`src/rtl/seq_divider_32_pkg.sv`:
```
// rtl/seq_divider_32_pkg.sv - shared constants and FSM state type for the sequential divider
package seq_divider_32_pkg;

  localparam int WIDTH      = 32;
  localparam int ITERATIONS = 32;
  localparam int CNT_W      = 5;

  localparam logic [WIDTH-1:0] DBZ_QUOTIENT = 32'hFFFF_FFFF;
  localparam logic [CNT_W-1:0] LAST_ITER    = CNT_W'(ITERATIONS - 1);

  typedef enum logic [1:0] {
    IDLE = 2'd0,
    RUN  = 2'd1,
    FIN  = 2'd2
  } state_e;

endpackage

```
`src/rtl/thirtytwobitlookaheadadder.sv`:
```
// rtl/thirtytwobitlookaheadadder.sv - 32-bit adder, 4-bit carry-lookahead groups rippled between groups
module thirtytwobitlookaheadadder (
  output logic [31:0] S,
  output logic        cout,
  input  logic [31:0] A,
  input  logic [31:0] B,
  input  logic        cin
);

  always_comb begin
    logic [31:0] g;
    logic [31:0] p;
    logic [32:0] c;
    g    = A & B;
    p    = A ^ B;
    c    = '0;
    c[0] = cin;
    for (int grp = 0; grp < 8; grp++) begin
      c[grp*4+1] = g[grp*4] | (p[grp*4] & c[grp*4]);
      c[grp*4+2] = g[grp*4+1] | (p[grp*4+1] & g[grp*4])
                 | (p[grp*4+1] & p[grp*4] & c[grp*4]);
      c[grp*4+3] = g[grp*4+2] | (p[grp*4+2] & g[grp*4+1])
                 | (p[grp*4+2] & p[grp*4+1] & g[grp*4])
                 | (p[grp*4+2] & p[grp*4+1] & p[grp*4] & c[grp*4]);
      c[grp*4+4] = g[grp*4+3] | (p[grp*4+3] & g[grp*4+2])
                 | (p[grp*4+3] & p[grp*4+2] & g[grp*4+1])
                 | (p[grp*4+3] & p[grp*4+2] & p[grp*4+1] & g[grp*4])
                 | (p[grp*4+3] & p[grp*4+2] & p[grp*4+1] & p[grp*4] & c[grp*4]);
    end
    S    = p ^ c[31:0];
    cout = c[32];
  end

endmodule

```
`src/rtl/seq_divider_32.sv`:
```
// rtl/seq_divider_32.sv - 32-bit unsigned restoring divider, one quotient bit per clock
module seq_divider_32 #(
  parameter int WIDTH = 32
) (
  input  logic             clk,
  input  logic             rst_n,
  input  logic             start,
  input  logic [WIDTH-1:0] dividend,
  input  logic [WIDTH-1:0] divisor,
  output logic [WIDTH-1:0] quotient,
  output logic [WIDTH-1:0] remainder,
  output logic             busy,
  output logic             done,
  output logic             div_by_zero
);

  import seq_divider_32_pkg::*;

  state_e           state_q, state_d;
  logic [CNT_W-1:0] cnt_q, cnt_d;
  logic [WIDTH-1:0] dvd_q, dvd_d;
  logic [WIDTH-1:0] dvs_q, dvs_d;
  logic [WIDTH-1:0] rem_q, rem_d;
  logic [WIDTH-1:0] quotient_q, quotient_d;
  logic [WIDTH-1:0] remainder_q, remainder_d;
  logic             dbz_q, dbz_d;

  logic [WIDTH:0]   trial;
  logic [WIDTH-1:0] diff;
  logic             carry;
  logic             commit;
  logic [WIDTH-1:0] rem_next;

  // Dividend register doubles as the quotient accumulator: bits shift out the top, quotient bits in the bottom.
  assign trial = {rem_q, dvd_q[WIDTH-1]};

  thirtytwobitlookaheadadder u_sub (
    .S    (diff),
    .cout (carry),
    .A    (trial[WIDTH-1:0]),
    .B    (~dvs_q),
    .cin  (1'b1)
  );

  assign commit   = trial[WIDTH] | carry;
  assign rem_next = commit ? diff : trial[WIDTH-1:0];

  always_ff @(posedge clk) begin
    if (!rst_n) begin
      state_q     <= IDLE;
      cnt_q       <= '0;
      dvd_q       <= '0;
      dvs_q       <= '0;
      rem_q       <= '0;
      quotient_q  <= '0;
      remainder_q <= '0;
      dbz_q       <= 1'b0;
    end else begin
      state_q     <= state_d;
      cnt_q       <= cnt_d;
      dvd_q       <= dvd_d;
      dvs_q       <= dvs_d;
      rem_q       <= rem_d;
      quotient_q  <= quotient_d;
      remainder_q <= remainder_d;
      dbz_q       <= dbz_d;
    end
  end

  always_comb begin
    state_d     = state_q;
    cnt_d       = cnt_q;
    dvd_d       = dvd_q;
    dvs_d       = dvs_q;
    rem_d       = rem_q;
    quotient_d  = quotient_q;
    remainder_d = remainder_q;
    dbz_d       = dbz_q;
    unique case (state_q)
      IDLE, FIN: begin
        state_d = IDLE;
        if (start) begin
          dvd_d = dividend;
          dvs_d = divisor;
          rem_d = '0;
          cnt_d = '0;
          dbz_d = 1'b0;
          if (divisor == '0) begin
            state_d     = FIN;
            quotient_d  = DBZ_QUOTIENT;
            remainder_d = dividend;
            dbz_d       = 1'b1;
          end else begin
            state_d = RUN;
          end
        end
      end
      RUN: begin
        dvd_d = {dvd_q[WIDTH-2:0], commit};
        rem_d = rem_next;
        cnt_d = cnt_q + CNT_W'(1);
        if (cnt_q == LAST_ITER) begin
          state_d     = FIN;
          quotient_d  = {dvd_q[WIDTH-2:0], commit};
          remainder_d = rem_next;
        end
      end
      default: state_d = IDLE;
    endcase
  end

  always_comb begin
    busy = 1'b0;
    done = 1'b0;
    unique case (state_q)
      RUN:     busy = 1'b1;
      FIN:     done = 1'b1;
      default: ;
    endcase
  end

  assign quotient    = quotient_q;
  assign remainder   = remainder_q;
  assign div_by_zero = dbz_q;

endmodule

```
`config.mk`:
```
export PLATFORM = sky130hd
export DESIGN_NAME = seq_divider_32
export DESIGN_NICKNAME = d
export VERILOG_FILES = /design/src/rtl/seq_divider_32_pkg.sv /design/src/rtl/thirtytwobitlookaheadadder.sv /design/src/rtl/seq_divider_32.sv
export SDC_FILE = /design/constraint.sdc
export NUM_CORES = 1
export LEC_CHECK = 0
export CAP_MARGIN = 20
export CELL_PAD_IN_SITES_DETAIL_PLACEMENT = 1
export CELL_PAD_IN_SITES_GLOBAL_PLACEMENT = 1
export CORE_MARGIN = 2
export CORE_UTILIZATION = 40
export CTS_CLUSTER_DIAMETER = 60
export DETAILED_ROUTE_END_ITERATION = 6
export PLACE_DENSITY_LB_ADDON = 0.1
export REMOVE_ABC_BUFFERS = 1
export SYNTH_ARGS = -nofsm -noshare
export SYNTH_HDL_FRONTEND = slang
export SYNTH_SLANG_ARGS = --single-unit
```
`constraint.sdc`:
```
create_clock -name clk -period 3.19 [get_ports clk]
set_clock_uncertainty 0.1 [all_clocks]
set_input_delay 0.319 -clock clk [delete_from_list [all_inputs] [get_ports clk]]
set_output_delay 0.319 -clock clk [all_outputs]
set_load 0.05 [all_outputs]
```
[Word level (Yosys, flattened, before mapping)]
Cells that the tools add are included.
Word-level totals
  bits in registers: 168
  bits in latches: 0
  memory bits (writable): 0
  ROM bits: 0
  bits of input ports: 67
  output and inout bits: 67
  logic and storage cells: 253
  memories kept: 0
Cells by class
  add/subtract/negate cells: 1
  multiply operators: 0
  div/mod/pow operators: 0
  magnitude comparators: 0
  equal/unequal tests: 6
  shift operators: 0
  mux-type cells: 22
  bitwise gates (word level): 209
  reductions and logical operators: 7
Operators with widths (count)
  $mux W32: 9
  $pmux W32 S2: 4
  $and A1 B1 Y1: 124
  $or A1 B1 Y1: 81
  $xor A32 B32 Y32: 2
  $and A32 B32 Y32: 1
  $logic_not A32 Y1: 1
  $not A32 Y32: 1
  $pmux W5 S2: 1
  $mux W2: 3
  $ne A2 B2 Y1 const B: 3
  $add A5 B1 Y5 const B: 1
  $eq A5 B5 Y1 const B: 1
  $mux W5: 1
  $pmux W2 S2: 1
  $reduce_and A2 Y1: 2
  $reduce_and A4 Y1: 1
  $mux W1: 3
  $eq A2 B1 Y1 const B: 1
  $eq A2 B2 Y1 const B: 1
  $logic_not A2 Y1: 1
  $reduce_bool A2 Y1: 1
  $reduce_or A2 Y1: 1

[Longest topological paths before layout]
  word-level depth: 25
  gate-level depth with buffers: 17
  depth with buffers taken out: 17

[Modules after synthesis]
From an unflattened synthesis, not the netlist that was laid out.
Second synthesis, totals
  cell total of the unflattened synthesis: 900
  area, all modules: 8715.9 um^2
Modules (own cells, without submodules)
  seq_divider_32: instances 1, cells each 739, area an instance 7294.5 um^2
  thirtytwobitlookaheadadder: instances 1, cells each 161, area an instance 1421.4 um^2

[Worst setup path before layout]
No wires, ideal clock.
  path type: register -> register
  start point: register dvs_q[9]
  end point: register rem_q[24]
  arrival time: 2781 ps
  setup slack: 249 ps
  cell stages (with the launch flop): 15
  path buffers: 0
  period minus slack after synthesis: 2941 ps
  cells stage by stage: dfxtp_1 -> inv_1 -> ha_1 -> a21oi_1 -> o21ai_0 -> nor3_1 -> nand3_1 -> a41oi_1 -> o21bai_1 -> a21oi_1 -> inv_1 -> a21oi_1 -> fa_1 -> mux2i_1 -> a22o_1
On the way
  longest elaborated chain between the ends: 19
  elaborated cells on any way between the ends: 25
Ends and longest elaborated chain
  from (decl): line seq_divider_32.sv:22  | logic [WIDTH-1:0] dvs_q, dvs_d;
  from (signal assigned): line seq_divider_32.sv:62  | dvs_q <= dvs_d;
  $not A32 Y32 *: line seq_divider_32.sv:41  | .B (~dvs_q),
  $and A32 B32 Y32 / $xor A32 B32 Y32 (equally long branches): line thirtytwobitlookaheadadder.sv:14, thirtytwobitlookaheadadder.sv:15
  $and A1 B1 Y1, on equally long branches: line thirtytwobitlookaheadadder.sv:26, thirtytwobitlookaheadadder.sv:27, thirtytwobitlookaheadadder.sv:28
  $or A1 B1 Y1, or another cell as far along: line thirtytwobitlookaheadadder.sv:26  | | (p[grp*4+3] & p[grp*4+2] & g[grp*4+1])
  $or A1 B1 Y1 / $and A1 B1 Y1 (equally long branches): line thirtytwobitlookaheadadder.sv:27, thirtytwobitlookaheadadder.sv:28
  $or A1 B1 Y1 *: line thirtytwobitlookaheadadder.sv:28  | | (p[grp*4+3] & p[grp*4+2] & p[grp*4+1] & p[grp*4] & c[grp*4]);
  $and A1 B1 Y1 *: line thirtytwobitlookaheadadder.sv:28
  $or A1 B1 Y1 *: line thirtytwobitlookaheadadder.sv:28
  [... 3 more ...]
  $or A1 B1 Y1 *: line thirtytwobitlookaheadadder.sv:28
  $and A1 B1 Y1: line thirtytwobitlookaheadadder.sv:28
  $or A1 B1 Y1: line thirtytwobitlookaheadadder.sv:28
  $and A1 B1 Y1: line thirtytwobitlookaheadadder.sv:28
  $or A1 B1 Y1: line thirtytwobitlookaheadadder.sv:28
  $or A1 B1 Y1: line seq_divider_32.sv:45  | assign commit = trial[WIDTH] | carry;
  $mux W32 *: line seq_divider_32.sv:46  | assign rem_next = commit ? diff : trial[WIDTH-1:0];
  $pmux W32 S2 *: line seq_divider_32.sv:79  | unique case (state_q)
  to (signal assigned): line seq_divider_32.sv:63  | rem_q <= rem_d;
  to (decl): line seq_divider_32.sv:23  | logic [WIDTH-1:0] rem_q, rem_d;
Mark *: on every way between the ends. The rest lies on a longest branch, timed or not.
A chain may end at the register's enable or synchronous reset.

[Worst setup path in the final report]
  start point: register dvs_q[2]
  end point: register rem_q[21]
On the way
  longest elaborated chain between the ends: 24
  elaborated cells on any way between the ends: 33
Ends and longest elaborated chain
  $not A32 Y32 *: line seq_divider_32.sv:41
  $and A32 B32 Y32 / $xor A32 B32 Y32 (equally long branches): line thirtytwobitlookaheadadder.sv:14, thirtytwobitlookaheadadder.sv:15
  $and A1 B1 Y1, on equally long branches
  $or A1 B1 Y1, or another cell as far along: line thirtytwobitlookaheadadder.sv:25  | c[grp*4+4] = g[grp*4+3] | (p[grp*4+3] & g[grp*4+2])
  $or A1 B1 Y1 / $and A1 B1 Y1 (equally long branches): line thirtytwobitlookaheadadder.sv:26, thirtytwobitlookaheadadder.sv:27
  $or A1 B1 Y1: line thirtytwobitlookaheadadder.sv:27  | | (p[grp*4+3] & p[grp*4+2] & p[grp*4+1] & g[grp*4])
  $or A1 B1 Y1 *: line thirtytwobitlookaheadadder.sv:28
  $and A1 B1 Y1 *: line thirtytwobitlookaheadadder.sv:28
  [... 8 more ...]
  $or A1 B1 Y1: line thirtytwobitlookaheadadder.sv:28
  $and A1 B1 Y1: line thirtytwobitlookaheadadder.sv:28
  $or A1 B1 Y1: line thirtytwobitlookaheadadder.sv:28
  $and A1 B1 Y1: line thirtytwobitlookaheadadder.sv:28
  $or A1 B1 Y1: line thirtytwobitlookaheadadder.sv:28
  $or A1 B1 Y1: line seq_divider_32.sv:45
  $mux W32 *: line seq_divider_32.sv:46
  $pmux W32 S2 *: line seq_divider_32.sv:79
Marked as above.

==> results.py <==
metrics = {
    "status": {
        "status": "complete, no violations",
    },
    "worst_setup_path": {
        "reg2reg_from": "dvs_q[2]$_SDFFE_PN0P_",
        "crit_chain": "inv_1, ha_2, or3_4, o22ai_4, inv_2, a21oi_4, a21boi_4, or3_4, a31oi_4, clkbuf_16, nor2_1, a21oi_1, o21ai_0",
        "worst-path-max-fanout": 11,
        "start_kind": "flop",
        "path_buf_inv": 3,
        "cp_common_cell": "or3_4",
        "crit_path_end_kind": "flop",
        "crit_family": "compound AO/OA/AOI/OAI gates",
        "arrival_ps": 3370,
        "crit_required_ps": 3390,
        "slowest_stage": "or3_4",
        "startpoint": "dvs_q[2]$_SDFFE_PN0P_",
        "path_class": "reg -> reg",
        "critPathMaxStageDelay_ps": 380,
    },
    "drt": {
        "wl_met1_um": 13170,
        "wl_met2_um": 12190,
        "vias_per_cell": 5.526,
        "drt_wl_total_um": 26580,
        "met3_length_um": 871,
        "drtAntennaViolNets": 0,
        "post_drt_wl_per_cell_um": 18.60,
        "drc_errors": 0,
        "highest_layer": "met4",
        "dr.pass1.iters": 4,
        "vias": 7897,
        "drt_iter0_markers": 462,
    },
    "power_and_ir_drop": {
        "power_density_mw_per_mm2": 511.3,
        "power.internal_mw": 3.974,
        "max-vdd-ir-drop_v": 0.0003547,
        "power.share.combinational_pct": 19.3,
        "p_sw_share_pct": 28.84,
        "power.leakage_nw": 4.143,
        "p_clk_share_pct": 40.7,
        "switchingPower_mw": 1.610,
        "seqPwrFrac_pct": 40.0,
    },
    "cts": {
        "ctsHtreeMaxLevel": 4,
        "clockBufferDepth": 2,
        "clk_latency_ps": 440,
        "cts_tree": "built",
        "cts_buffers": 17,
        "cts_hold_buf": 0,
        "numClockSinks": 168,
        "path_clk_slew_ps": 70,
        "cts_root_buffer": "clkbuf_16",
    },
    "flow_run": {
        "drv_cap": 0,
    },
    "floorplan": {
        "core_region_area_mm2": 0.02010,
        "dieHeight_um": 146.5,
        "fp-row-count": 52,
        "pin_count": 134,
        "dieArea_mm2": 0.02146,
        "fp.dieW_um": 146.5,
        "start_util_pct": 40.40,
    },
    "timing": {
        "whs_ps": 306.8,
        "worst_slew_pin_slew_ps": 908.6,
        "tns_ps": 0,
        "setup_ws_ps": 17.61,
        "finalCriticalPeriod_ps": 3172,
        "finalSetupViolations": 0,
        "max_slew_margin_pct": 39.42,
        "fmax_mhz": 315.2,
        "finalHoldViolCount": 0,
        "finalMaxSlewViolations": 0,
        "finalCritPeriodShare_pct": 99.45,
    },
    "global_routing": {
        "grt_max_degree": 97,
        "antenna_found_initial": 0,
        "track_usage_pct": 24.08,
        "first_global_vias": 7586,
        "grt_overflow": 0,
        "grt_pass1_wl_um": 41340,
    },
    "synthesis": {
        "netlist_top_cells_area": "dfxtp_1 41%, nand2_1 8.5%, ha_1 5.4%",
        "synth_area_mm2": 0.008123,
        "synth-compound-area-share_pct": 20.38,
        "syn_inst": 1007,
        "syn_area_per_cell_um2": 8.066,
        "dominantRegCellSynth": "dfxtp_1",
        "synthMuxAreaShare_pct": 2.218,
        "synth_warnings": 0,
        "synth-edff-count": 0,
        "synthMostInstantiatedCell": "nand2_1",
        "synth-simple-area-share_pct": 21.27,
        "yosysTopAreaCell": "dfxtp_1",
        "synth_cell_types": 56,
        "synthTopCellsByCount": "184 x nand2_1, 168 x dfxtp_1, 81 x a21oi_1",
        "synth_top_family_by_area": "simple AND/OR/NAND/NOR gates",
        "synth_xor_area_share_pct": 2.264,
        "postSynth.asyncResetShare_pct": 0,
        "synth_seq_cells": 168,
        "synth-seq-area-share_pct": 41.40,
        "synth_top_area_share_pct": 41.40,
        "synthAdderAreaFrac_pct": 7.116,
    },
    "cells_and_area": {
        "layout.cells.non_filler": 1429,
        "drive_gt1_share_pct": 14.06,
        "area_growth_pct": 34.46,
        "antenna_cells": 0,
        "final_nets": 1255,
        "utilization_pct": 54.33,
    },
    "placed_design": {
        "io_buffers": 133,
        "gp_congestion": 0.8205,
        "hpwl_um": 18360,
        "place_worst_setup_slack_ps": -67.25,
        "dp.cells": 1389,
    },
    "worst_hold_path": {
        "hold_class": "in -> reg",
        "hp-start": "rst_n",
    },
}
kinds of logic (layout without fill, tap and decap cells):
family	after synthesis	in the layout
AOI/OAI and AO/OA	251	251
xor gates and xnor gates	21	21
adders and majority gates	42	42
buffers and inverters	111	263
DFF	168	168
muxes	18	18
and+or+nand+nor	396	396
what timing repair did:
item                                    CTS  global route
gates resized for setup                   8            44
gates cloned                              0             2
endpoints found under the setup margin   25            55
buffers inserted                          2             4
pin swaps                                 4            18
area by class of cell:
class                   count  area [µm²]
repair buffers            191        1864
clock buffers              18       429.2
multi-input cells         728        4563
inverters                  40       150.1
clock inverters            14       209.0
well taps                 270       337.8
fillers                  2308        9183
flip-flops and latches    168        3368
layout by cell type, fill, tap and decap left out, types with 18 or more instances in the layout:
cell type	instances
a31oi_1	18
ha_1	28
inv_1	38
nand3_1	42
clkbuf_16	19
nor2_1	73
a21oi_1	68
clkdlybuf4s50_1	131
dfxtp_1	164
buf_4	50
o21ai_0	54
nor3_1	42
nand2_1	183
through the flow:
step	power (mW)	area, µm²
3_5_place_dp	3.223	9982
2_1_floorplan	2.832	7839
3_3_place_gp	3.196	9982
5_1_grt	5.807	10920
6_report	5.584	10920
4_1_cts	5.515	10680
power by group through the flow:
| stage | logic [mW] | registers [mW] | clock network [mW] |
|---|---|---|---|
| floorplan | 0.572 | 2.26 | 0 |
| global placement | 0.922 | 2.27 | 0 |
| detailed placement | 0.946 | 2.28 | 0 |
| CTS | 0.983 | 2.23 | 2.30 |
| global route | 1.18 | 2.24 | 2.39 |
| finish | 1.08 | 2.23 | 2.27 |
path summary, 6_finish.rpt:
path                                  to  slack, ps  depth (start not counted)
setup / recovery  rem_q[21]$_SDFFE_PN0P_         20                         13
hold / removal     dvd_q[0]$_SDFFE_PN0P_        310                          4
setup reg to reg  rem_q[21]$_SDFFE_PN0P_         20                         13
hold reg to reg   dvs_q[17]$_SDFFE_PN0P_        350                          2
routing by layer:
metal / vias up / GRT usage (%)
li1: 3833 / -
met1: 3874 / 35.60
met2: 161 / 36.65
met3: 29 / 4.156
met4: 0 / 5.631
met5: - / 0
flip-flops by register name, indices dropped and copies added (netlist names):
| name | flops |
|---|---|
| quotient | 32 |
| state_q | 2 |
| cnt_q | 5 |
| div_by_zero | 1 |
| remainder | 32 |
| dvs_q | 32 |
| dvd_q | 32 |
| rem_q | 32 |
worst register-to-register path: cells and delay by family, from the launching register on:
family / cells / cell delay [ps]
buffers and inverters: 3 / 390
AO/OA/AOI/OAI: 6 / 1210
adder cells (fa/ha/maj): 1 / 200
flip-flops: 1 / 350
AND/OR/NAND/NOR: 3 / 800
(Power assumes the default switching activity.)
